File: config.mk
export PLATFORM = sky130hd
export DESIGN_NAME = rx_link_align_ctrl
export DESIGN_NICKNAME = d
export VERILOG_FILES = /design/src/rtl/rx_link_pkg.sv /design/src/rtl/rx_link_align_ctrl_err_window.sv /design/src/rtl/rx_link_align_ctrl.sv
export SDC_FILE = /design/constraint.sdc
export NUM_CORES = 1
export LEC_CHECK = 0
export BUFFER_PORTS_ARGS = -buffer_cell sky130_fd_sc_hd__buf_2
export CAP_MARGIN = 20
export CORE_MARGIN = 2
export CORE_UTILIZATION = 43
export CTS_BUF_LIST = sky130_fd_sc_hd__clkbuf_8
export DETAILED_ROUTE_END_ITERATION = 10
export REMOVE_ABC_BUFFERS = 1
export SKIP_LAST_GASP = 1
export SLEW_MARGIN = 20
export SYNTH_ARGS = -nofsm -noshare
export SYNTH_HDL_FRONTEND = slang
export SYNTH_SLANG_ARGS = --single-unit
File: constraint.sdc
create_clock -name rx_std_clkout -period 3.2 [get_ports rx_std_clkout]
set_input_delay 0.16 -clock rx_std_clkout [delete_from_list [all_inputs] [get_ports rx_std_clkout]]
set_output_delay 0.16 -clock rx_std_clkout [all_outputs]
set_load 0.05 [all_outputs]
File: src/rtl/rx_link_pkg.sv
// Shared types and helpers for the RX lane alignment controller.
package rx_link_pkg;

  // Encodings are visible on link_state, so keep them fixed.
  typedef enum logic [2:0] {
    StIdle    = 3'd0,
    StAlign   = 3'd1,
    StByteord = 3'd2,
    StLinked  = 3'd3,
    StResync  = 3'd4,
    StPhyrst  = 3'd5
  } link_state_e;

  // Comma character the word aligner locks onto.
  localparam logic [7:0] K28_5 = 8'hBC;

  // Both byte lanes in sync.
  localparam logic [1:0] SYNC_ALL = 2'b11;

  // Width needed to hold values 0..max_val inclusive.
  function automatic int unsigned cnt_width(input int unsigned max_val);
    return (max_val < 2) ? 1 : $clog2(max_val + 1);
  endfunction

endpackage

File: src/rtl/rx_link_align_ctrl_err_window.sv
// Error-rate supervision while linked: free-running window, per-window error
// count with threshold detect, and a saturating lifetime error total.
module rx_err_window
  import rx_link_pkg::*;
#(
  parameter int unsigned ERR_WINDOW = 4096,
  parameter int unsigned ERR_THRESH = 8
) (
  input  logic        clk_i,
  input  logic        rst_ni,
  input  logic        active_i,
  input  logic        err_i,
  output logic        thresh_hit_o,
  output logic [15:0] err_total_o
);

  // ERR_WINDOW is a power of two, so the window counter wraps on its own.
  localparam int unsigned WinW = $clog2(ERR_WINDOW);
  localparam int unsigned CntW = cnt_width(ERR_THRESH);

  logic [WinW-1:0] win_q;
  logic [CntW-1:0] cnt_q;
  logic [15:0]     err_total_q;
  logic            wrap;

  assign wrap = (win_q == WinW'(ERR_WINDOW - 1));

  // An error in the last cycle of a window still belongs to that window.
  assign thresh_hit_o = active_i & err_i & (cnt_q == CntW'(ERR_THRESH - 1));
  assign err_total_o  = err_total_q;

  // Window state is held at zero outside LINKED so every LINKED entry starts fresh.
  always_ff @(posedge clk_i) begin
    if (!rst_ni) begin
      win_q       <= '0;
      cnt_q       <= '0;
      err_total_q <= '0;
    end else if (!active_i) begin
      win_q <= '0;
      cnt_q <= '0;
    end else begin
      win_q <= win_q + 1'b1;
      if (wrap) begin
        cnt_q <= '0;
      end else if (err_i) begin
        cnt_q <= cnt_q + 1'b1;
      end
      if (err_i && (err_total_q != 16'hFFFF)) begin
        err_total_q <= err_total_q + 1'b1;
      end
    end
  end

endmodule

File: src/rtl/rx_link_align_ctrl.sv
// Bring-up and supervision sequencer for an 8b/10b receive lane: waits for
// lock, drives word alignment and byte ordering, then watches link health.
module rx_link_align_ctrl
  import rx_link_pkg::*;
#(
  parameter int unsigned ALIGN_TIMEOUT = 1024,
  parameter int unsigned SYNC_STABLE   = 16,
  parameter int unsigned LOSS_CYCLES   = 4,
  parameter int unsigned ERR_WINDOW    = 4096,
  parameter int unsigned ERR_THRESH    = 8,
  parameter int unsigned RESYNC_HOLD   = 32
) (
  input  logic        rx_std_clkout,
  input  logic        rst_n,
  input  logic        rx_ready,
  input  logic        rx_is_lockedtodata,
  input  logic [1:0]  rx_syncstatus,
  input  logic [1:0]  rx_errdetect,
  input  logic [1:0]  rx_disperr,
  input  logic        rx_std_byteorder_flag,
  output logic        rx_std_wa_patternalign,
  output logic        rx_std_byteorder_ena,
  output logic        phy_reset_req,
  output logic        link_up,
  output logic [2:0]  link_state,
  output logic [15:0] err_total,
  output logic [7:0]  relink_cnt
);

  localparam int unsigned TmoW  = cnt_width(ALIGN_TIMEOUT);
  localparam int unsigned StbW  = cnt_width(SYNC_STABLE);
  localparam int unsigned LossW = cnt_width(LOSS_CYCLES);
  localparam int unsigned HoldW = cnt_width(RESYNC_HOLD);

  link_state_e      state_q, state_d;
  logic [TmoW-1:0]  tmo_q, tmo_d, tmo_inc;
  logic [StbW-1:0]  stable_q, stable_d;
  logic [LossW-1:0] loss_q, loss_d;
  logic [HoldW-1:0] hold_q, hold_d;
  logic             wa_q, ena_q, req_q, link_up_q;
  logic [7:0]       relink_q;

  logic lock, sync_ok, err_cycle, thresh_hit;
  logic tmo_hit, stable_hit, loss_hit, hold_done;

  assign lock      = rx_ready & rx_is_lockedtodata;
  assign sync_ok   = (rx_syncstatus == SYNC_ALL);
  assign err_cycle = (|rx_errdetect) | (|rx_disperr);

  // Timeout counter saturates so a late ALIGN exit cannot wrap it in BYTEORD.
  assign tmo_inc    = (tmo_q == TmoW'(ALIGN_TIMEOUT)) ? tmo_q : tmo_q + 1'b1;
  assign tmo_hit    = (tmo_q >= TmoW'(ALIGN_TIMEOUT - 1));
  assign stable_hit = sync_ok & (stable_q == StbW'(SYNC_STABLE - 1));
  assign loss_hit   = ~sync_ok & (loss_q == LossW'(LOSS_CYCLES - 1));
  assign hold_done  = (hold_q == HoldW'(RESYNC_HOLD - 1));

  rx_err_window #(
    .ERR_WINDOW (ERR_WINDOW),
    .ERR_THRESH (ERR_THRESH)
  ) u_err_window (
    .clk_i        (rx_std_clkout),
    .rst_ni       (rst_n),
    .active_i     (state_q == StLinked),
    .err_i        (err_cycle),
    .thresh_hit_o (thresh_hit),
    .err_total_o  (err_total)
  );

  // Next state: loss of lock beats everything; exit conditions beat timeout.
  always_comb begin
    state_d = state_q;
    case (state_q)
      StIdle:    if (lock) state_d = StAlign;
      StAlign: begin
        if (!lock)           state_d = StIdle;
        else if (stable_hit) state_d = StByteord;
        else if (tmo_hit)    state_d = StPhyrst;
      end
      StByteord: begin
        if (!lock)                      state_d = StIdle;
        else if (rx_std_byteorder_flag) state_d = StLinked;
        else if (tmo_hit)               state_d = StPhyrst;
      end
      StLinked: begin
        if (!lock)                      state_d = StIdle;
        else if (loss_hit || thresh_hit) state_d = StResync;
      end
      StResync: begin
        if (!lock)          state_d = StIdle;
        else if (hold_done) state_d = StAlign;
      end
      default:   state_d = StIdle;
    endcase
  end

  // Per-state counters restart on entry; the timeout carries across ALIGN->BYTEORD.
  always_comb begin
    tmo_d    = '0;
    stable_d = '0;
    loss_d   = '0;
    hold_d   = '0;
    if ((state_q == StAlign) && (state_d == StByteord)) begin
      tmo_d = tmo_inc;
    end else if (state_d == state_q) begin
      case (state_q)
        StAlign: begin
          tmo_d    = tmo_inc;
          stable_d = sync_ok ? stable_q + 1'b1 : '0;
        end
        StByteord: tmo_d  = tmo_inc;
        StLinked:  loss_d = sync_ok ? '0 : loss_q + 1'b1;
        StResync:  hold_d = hold_q + 1'b1;
        default:   ;
      endcase
    end
  end

  // State, counters and registered outputs, all decoded from the next state.
  always_ff @(posedge rx_std_clkout) begin
    if (!rst_n) begin
      state_q   <= StIdle;
      tmo_q     <= '0;
      stable_q  <= '0;
      loss_q    <= '0;
      hold_q    <= '0;
      wa_q      <= 1'b0;
      ena_q     <= 1'b0;
      req_q     <= 1'b0;
      link_up_q <= 1'b0;
      relink_q  <= '0;
    end else begin
      state_q   <= state_d;
      tmo_q     <= tmo_d;
      stable_q  <= stable_d;
      loss_q    <= loss_d;
      hold_q    <= hold_d;
      wa_q      <= (state_d == StAlign) && (state_q != StAlign);
      ena_q     <= (state_d == StByteord);
      req_q     <= (state_d == StPhyrst) && (state_q != StPhyrst);
      link_up_q <= (state_d == StLinked);
      if ((state_d == StResync) && (state_q != StResync) && (relink_q != 8'hFF)) begin
        relink_q <= relink_q + 1'b1;
      end
    end
  end

  assign rx_std_wa_patternalign = wa_q;
  assign rx_std_byteorder_ena   = ena_q;
  assign phy_reset_req          = req_q;
  assign link_up                = link_up_q;
  assign link_state             = state_q;
  assign relink_cnt             = relink_q;

endmodule

* Yosys cells after proc, flatten, opt, wreduce, memory -nomap -nowiden
Index checks and enable logic that the tools add are counted.
Word-level totals: register bits after elaboration 72, input port bits 11, logic and storage cells 88, output and inout bits 31
Operators by class: equality and inequality tests 22, reduce and logical (&&, ||, !) cells 17, muxes and demuxes 15, add/sub/neg operators 8, order comparisons 1, bitwise operators 12
Operators with widths (count):
- $mux 11 | 4
- $mux 3 | 10
- $add 16x1->16 const B | 1
- $ne 16x16->1 const B | 1
- $eq 3x2->1 const B | 5
- $pmux 3 s5 | 1
- $add 12x1->12 const B | 1
- $eq 12x12->1 const B | 1
- $add 11x1->11 const B | 1
- $eq 11x11->1 const B | 1
- $ge 11x10->1 const B | 1
- $reduce_or 5->1 | 2
- $eq 3x3->1 const B | 3
- $add 8x1->8 const B | 1
- $ne 8x8->1 const B | 1
- $add 6x1->6 const B | 1
- $eq 3x1->1 const B | 2
- $eq 6x5->1 const B | 1
- $logic_and 1x1->1 | 6
- $ne 3x3->1 const B | 2
- $not 1->1 | 6
- $reduce_or 2->1 | 3
- $add 5x1->5 const B | 1
- $and 1x1->1 | 5
- 13 further kinds | 14

* Logic depth before layout (Yosys ltp)
depth after elaboration 11, mapped depth 10, depth with buffers taken out 9

* Modules after synthesis
A second synthesis with hierarchy kept.
Unflattened totals: cell total of the unflattened synthesis 392, area, all modules 3475.8 µm²
By module, submodules not included:
- rx_link_align_ctrl | cells an instance 227, area an instance 2035.7 µm², instances 1
- rx_err_window | cells an instance 165, area an instance 1440.1 µm², instances 1

* Worst setup path after synthesis
OpenSTA, ideal clock, no wires.
path kind register to register, start register state_q[0] (netlist: link_state[0]), end register tmo_q[2], clock period less this slack 2.504 ns, data arrival time 2.405 ns, slack 0.696 ns, stages on the path, launching flop included 9, setup time 0.100 ns, cell sequence dfxtp_1 > buf_2 > nor3b_1 > a211o_1 > a211oi_1 > o21ai_2 > nand4_2 > buf_6 > a2111oi_4
Between the ends: word-level cells in the longest chain between the ends 10, elaborated cells on any way between the ends 26
Ends and longest elaborated chain:
- from (decl) | RTL line rx_link_align_ctrl.sv:35 | link_state_e state_q, state_d;
- from (signal assigned) | RTL line rx_link_align_ctrl.sv:121 | state_q <= StIdle;
- from (signal assigned) | RTL line rx_link_align_ctrl.sv:132 | state_q <= state_d;
- $eq 3x2->1 | RTL line rx_link_align_ctrl.sv:63, rx_link_align_ctrl.sv:72
- $and 1x1->1 (2 in series) | RTL line rx_link_align_ctrl_err_window.sv:29 | assign thresh_hit_o = active_i & err_i & (cnt_q == CntW'(ERR_THRESH - 1));
- $logic_or 1x1->1 | RTL line rx_link_align_ctrl.sv:86 | else if (loss_hit || thresh_hit) state_d = StResync;
- $mux 3 | RTL line rx_link_align_ctrl.sv:86
- $mux 3 | RTL line rx_link_align_ctrl.sv:85 | if (!lock) state_d = StIdle;
- $pmux 3 s5 | RTL line rx_link_align_ctrl.sv:72 | case (state_q)
- $eq 3x3->1 / $eq 3x2->1 (equally long branches) | RTL line rx_link_align_ctrl.sv:104, rx_link_align_ctrl.sv:102
- $mux 11 / $logic_and 1x1->1 (equally long branches) | RTL line rx_link_align_ctrl.sv:104, rx_link_align_ctrl.sv:102
- $mux 11 (*) | RTL line rx_link_align_ctrl.sv:102 | if ((state_q == StAlign) && (state_d == StByteord)) begin
- to (signal assigned) | RTL line rx_link_align_ctrl.sv:133 | tmo_q <= tmo_d;
- to (decl) | RTL line rx_link_align_ctrl.sv:36 | logic [TmoW-1:0] tmo_q, tmo_d, tmo_inc;
Every way passes the cells marked *; elsewhere a longest branch is shown, timed or not. A chain may end at the register's enable or synchronous reset.

* Worst setup path in the final report
start register tmo_q[0], end register tmo_q[8]
Between the ends: word-level cells in the longest chain between the ends 8, elaborated cells on any way between the ends 16
Ends and longest elaborated chain:
- $ge 11x10->1 | RTL line rx_link_align_ctrl.sv:52 | assign tmo_hit = (tmo_q >= TmoW'(ALIGN_TIMEOUT - 1));
- $mux 3 | RTL line rx_link_align_ctrl.sv:77, rx_link_align_ctrl.sv:82
- $mux 3 (on tied branches) | RTL line rx_link_align_ctrl.sv:81, rx_link_align_ctrl.sv:76
- $mux 3 (on tied branches) | RTL line rx_link_align_ctrl.sv:80, rx_link_align_ctrl.sv:75
- $pmux 3 s5 | RTL line rx_link_align_ctrl.sv:72
- $eq 3x3->1 / $eq 3x2->1 (equally long branches) | RTL line rx_link_align_ctrl.sv:104, rx_link_align_ctrl.sv:102
- $mux 11 / $logic_and 1x1->1 (equally long branches) | RTL line rx_link_align_ctrl.sv:104, rx_link_align_ctrl.sv:102
- $mux 11 (*) | RTL line rx_link_align_ctrl.sv:102
Marks and branches as above.

==> qor.txt <==
gpl congestion: 0.9066
clock root buffer: clkbuf_8
post-synthesis cell type count: 49
post-cts gate resize count: 0
sequential share of the synthesized area: 42.04%
Setup violations, final: 0
number of flops mapped to enable cells by yosys: 0
count of standard-cell rows: 32
async set-reset flop share out of synthesis: 0%
nets@finish: 445
ports placed on the boundary: 42
met3 Use GR: 3.384%
routed length per instance: 13.67 µm
GRT Residual Overflow: 0
number of nets with antenna violations after routing: 0
level count of the clock H-tree: 3
TritonCTS clock tree: yes
hold_buf cts: 0
Worst Tran Pin Value: 625.6 ps
remaining design rule violation count: 0
summed area of non-filler cells in the final layout: 3913 µm²
shortest period the worst path allows: 2742 ps
top cells by area, synth: dfxtp_1 42%, xor2_1 6.9%, nor2_1 4.9%
Main synth FF type: dfxtp_1
worst min-delay path category: input port to register
most numerous cell on the critical path: nand3_1
number of warnings printed during yosys synthesis: 0
GRT Total Usage: 17.60%
setup total negative slack: 0 ps
final worst hold slack: 134.9 ps
area inside the core boundary: 7727 µm²
CTS sink count: 72
startpoint kind of the worst setup timing path: register
via/cell ratio: 5.253
vias: 2,779
type of the worst setup path: register to register
RSZ-0062 raised after global routing: no
highest-utilization routing layer at the global route stage: met2
post-detailed-placement half-perimeter wirelength: 5.372 mm
crit-path leading delay family: compound AO/OA/AOI/OAI gates
Clk pin slew, worst setup/hold paths: 70 ps
global-route track usage on met2: 27.52%
count of buffers added by post-CTS timing repair for setup: 0
series of cell instances along the critical path: ha_1, a21o_1, a31oi_1, nand3_1, a21oi_2, nand3_1, a2111oi_1
fraction of final layout cells with drive strength greater than 1: 15.69%
P per Cell Area: 420.1 nW/µm²
via count of the first global-routing pass: 2,622
antenna violations before repair: 0
number of inserted diodes: 0
data arrival time of the worst path: 2960 ps
leading cell types in the layout, fill and taps excluded: 72 x dfxtp_1, 45 x nor2_1, 41 x buf_2
most frequent standard cell in the layout excluding fill and tap cells: dfxtp_1
Hold Fails Final Rpt: 0
Layout area overhead: 14.12%
Die W: 93.29 µm
synthesis-stage register bit count: 72
startpoint of the worst-slack reg-to-reg timing path: tmo_q[0]
die outline area: 8703 µm²
Worst Skew: 6.389 ps
worst-case vdd ir drop: 0.2135 mV
Slew Viols, Final: 0
static leakage: 0.001553 µW
effective utilization at floorplan: 44.37%
Mapped Area: 3428 µm²
Max-Cap Viols: 0
setup slack after placement: 494.9 ps
average size of a mapped cell: 9.022 µm²
instance count of the mapped netlist: 380
Worst Hold Launch: rst_n
run status: finished, final reports clean
Clk Latency, worst-skew pair: 330 ps
peak fanout along the critical path: 12
cell type contributing the most total cell area after synthesis: dfxtp_1
critical path data required time: 3410 ps
global-route wire length before repair: 12.25 mm
buffer levels on the longest clock path: 2
storage element area: 1441 µm²
crit share post-route: 85.68%
CP endpoint kind: register
number of filler cells placed in the layout: 760
start point of the critical path: tmo_q[0]
count of routing violations after the opening detailed-route iteration: 92
global-route track usage on met1: 23.74%
crit-path max cell delay: 490 ps
pin count of the biggest net entering global routing: 18
max_slew headroom: 57.91%
worst path bufs/invs: 0
number of iterations in the first detailed-routing pass: 4
Achievable Freq: 364.7 MHz
I/O Buffers: 41
share of Yosys cell area claimed by the top area cell type: 42.04%
fin worst setup slack: 458.3 ps
library cell contributing the largest single delay on the critical path: a2111oi_1
Num CTS Buffers: 9
drt total wl: 7.229 mm
Die Y: 93.29 µm
area post-placement: 3725 µm²
area of the multi-input gates: 1861 µm²
power consumption: 1644 µW
-- worst reg2reg max path, cell delays in order, from the launching register on --
cell,delay [ps]
dfxtp_1,370
ha_1,300
a21o_1,180
a31oi_1,430
nand3_1,230
a21oi_2,200
nand3_1,430
a2111oi_1,490
-- cells in the mapped netlist, drive strengths merged, types with 2 or more instances --
cell type  number
mux2i           5
nand3          24
xnor2          17
a2111oi         3
nor2b           2
nor4            9
xor2           27
a21oi          15
clkbuf          9
a41o            3
o21ai           8
a31oi           3
a211oi          4
buf             4
or3             4
a21o            2
ha             11
and4            5
nand2          30
and3           10
nor3            9
nand2b          4
a211o           3
nand4          11
dfxtp          72
a22oi           2
and2            7
nor2           45
nor3b           4
inv            16
-- per-stage QoR --
stage	cells	util [%]
finish	529	50.63
global route	529	50.63
CTS	529	50.63
detailed placement	514	48.20
global placement	514	48.20
floorplan	367	-
-- layout make-up --
cell class,instances,share of cell area (%)
repair buffers,45,6.012
well taps,102,3.262
clock buffers,10,3.518
inverters,16,1.535
multi-input cells,279,47.55
clock inverters,5,1.279
flip-flops and latches,72,36.84
-- metal layers --
layer	vias up	wire length, µm
met2	54	3396
met3	11	225
met4	0	112
met1	1298	3494
li1	1416	-
met5	-	0
-- cell families after synthesis --
logic type | synth area share, %
multiplexers | 1.460
AND/OR/NAND/NOR | 25.07
buffers and inverters | 3.686
AO/OA/AOI/OAI | 12.48
flip-flops | 42.04
XOR/XNOR | 11.24
adder cells (fa/ha/maj) | 4.015
-- final timing paths --
kind	end	slack [ps]	cells past startpoint
hold / removal	u_err_window.err_total_o[14]	130	2
setup / recovery	tmo_q[8]	460	7
setup reg to reg	tmo_q[8]	460	7
hold reg to reg	loss_q[0]	440	1
-- registers in the layout, summed over array words and instances, names as in the netlist, 3 cells and up --
register                  flops
stable_q                      5
loss_q                        3
u_err_window.cnt_q            4
tmo_q                        11
u_err_window.err_total_o     16
relink_cnt                    8
link_state                    3
u_err_window.win_q           12
hold_q                        6
-- report_power, final --
group          internal, µW  switching, µW
combinational          16.1           34.2
clock                   371            324
sequential              897           2.27
(Power assumes the default switching activity.)
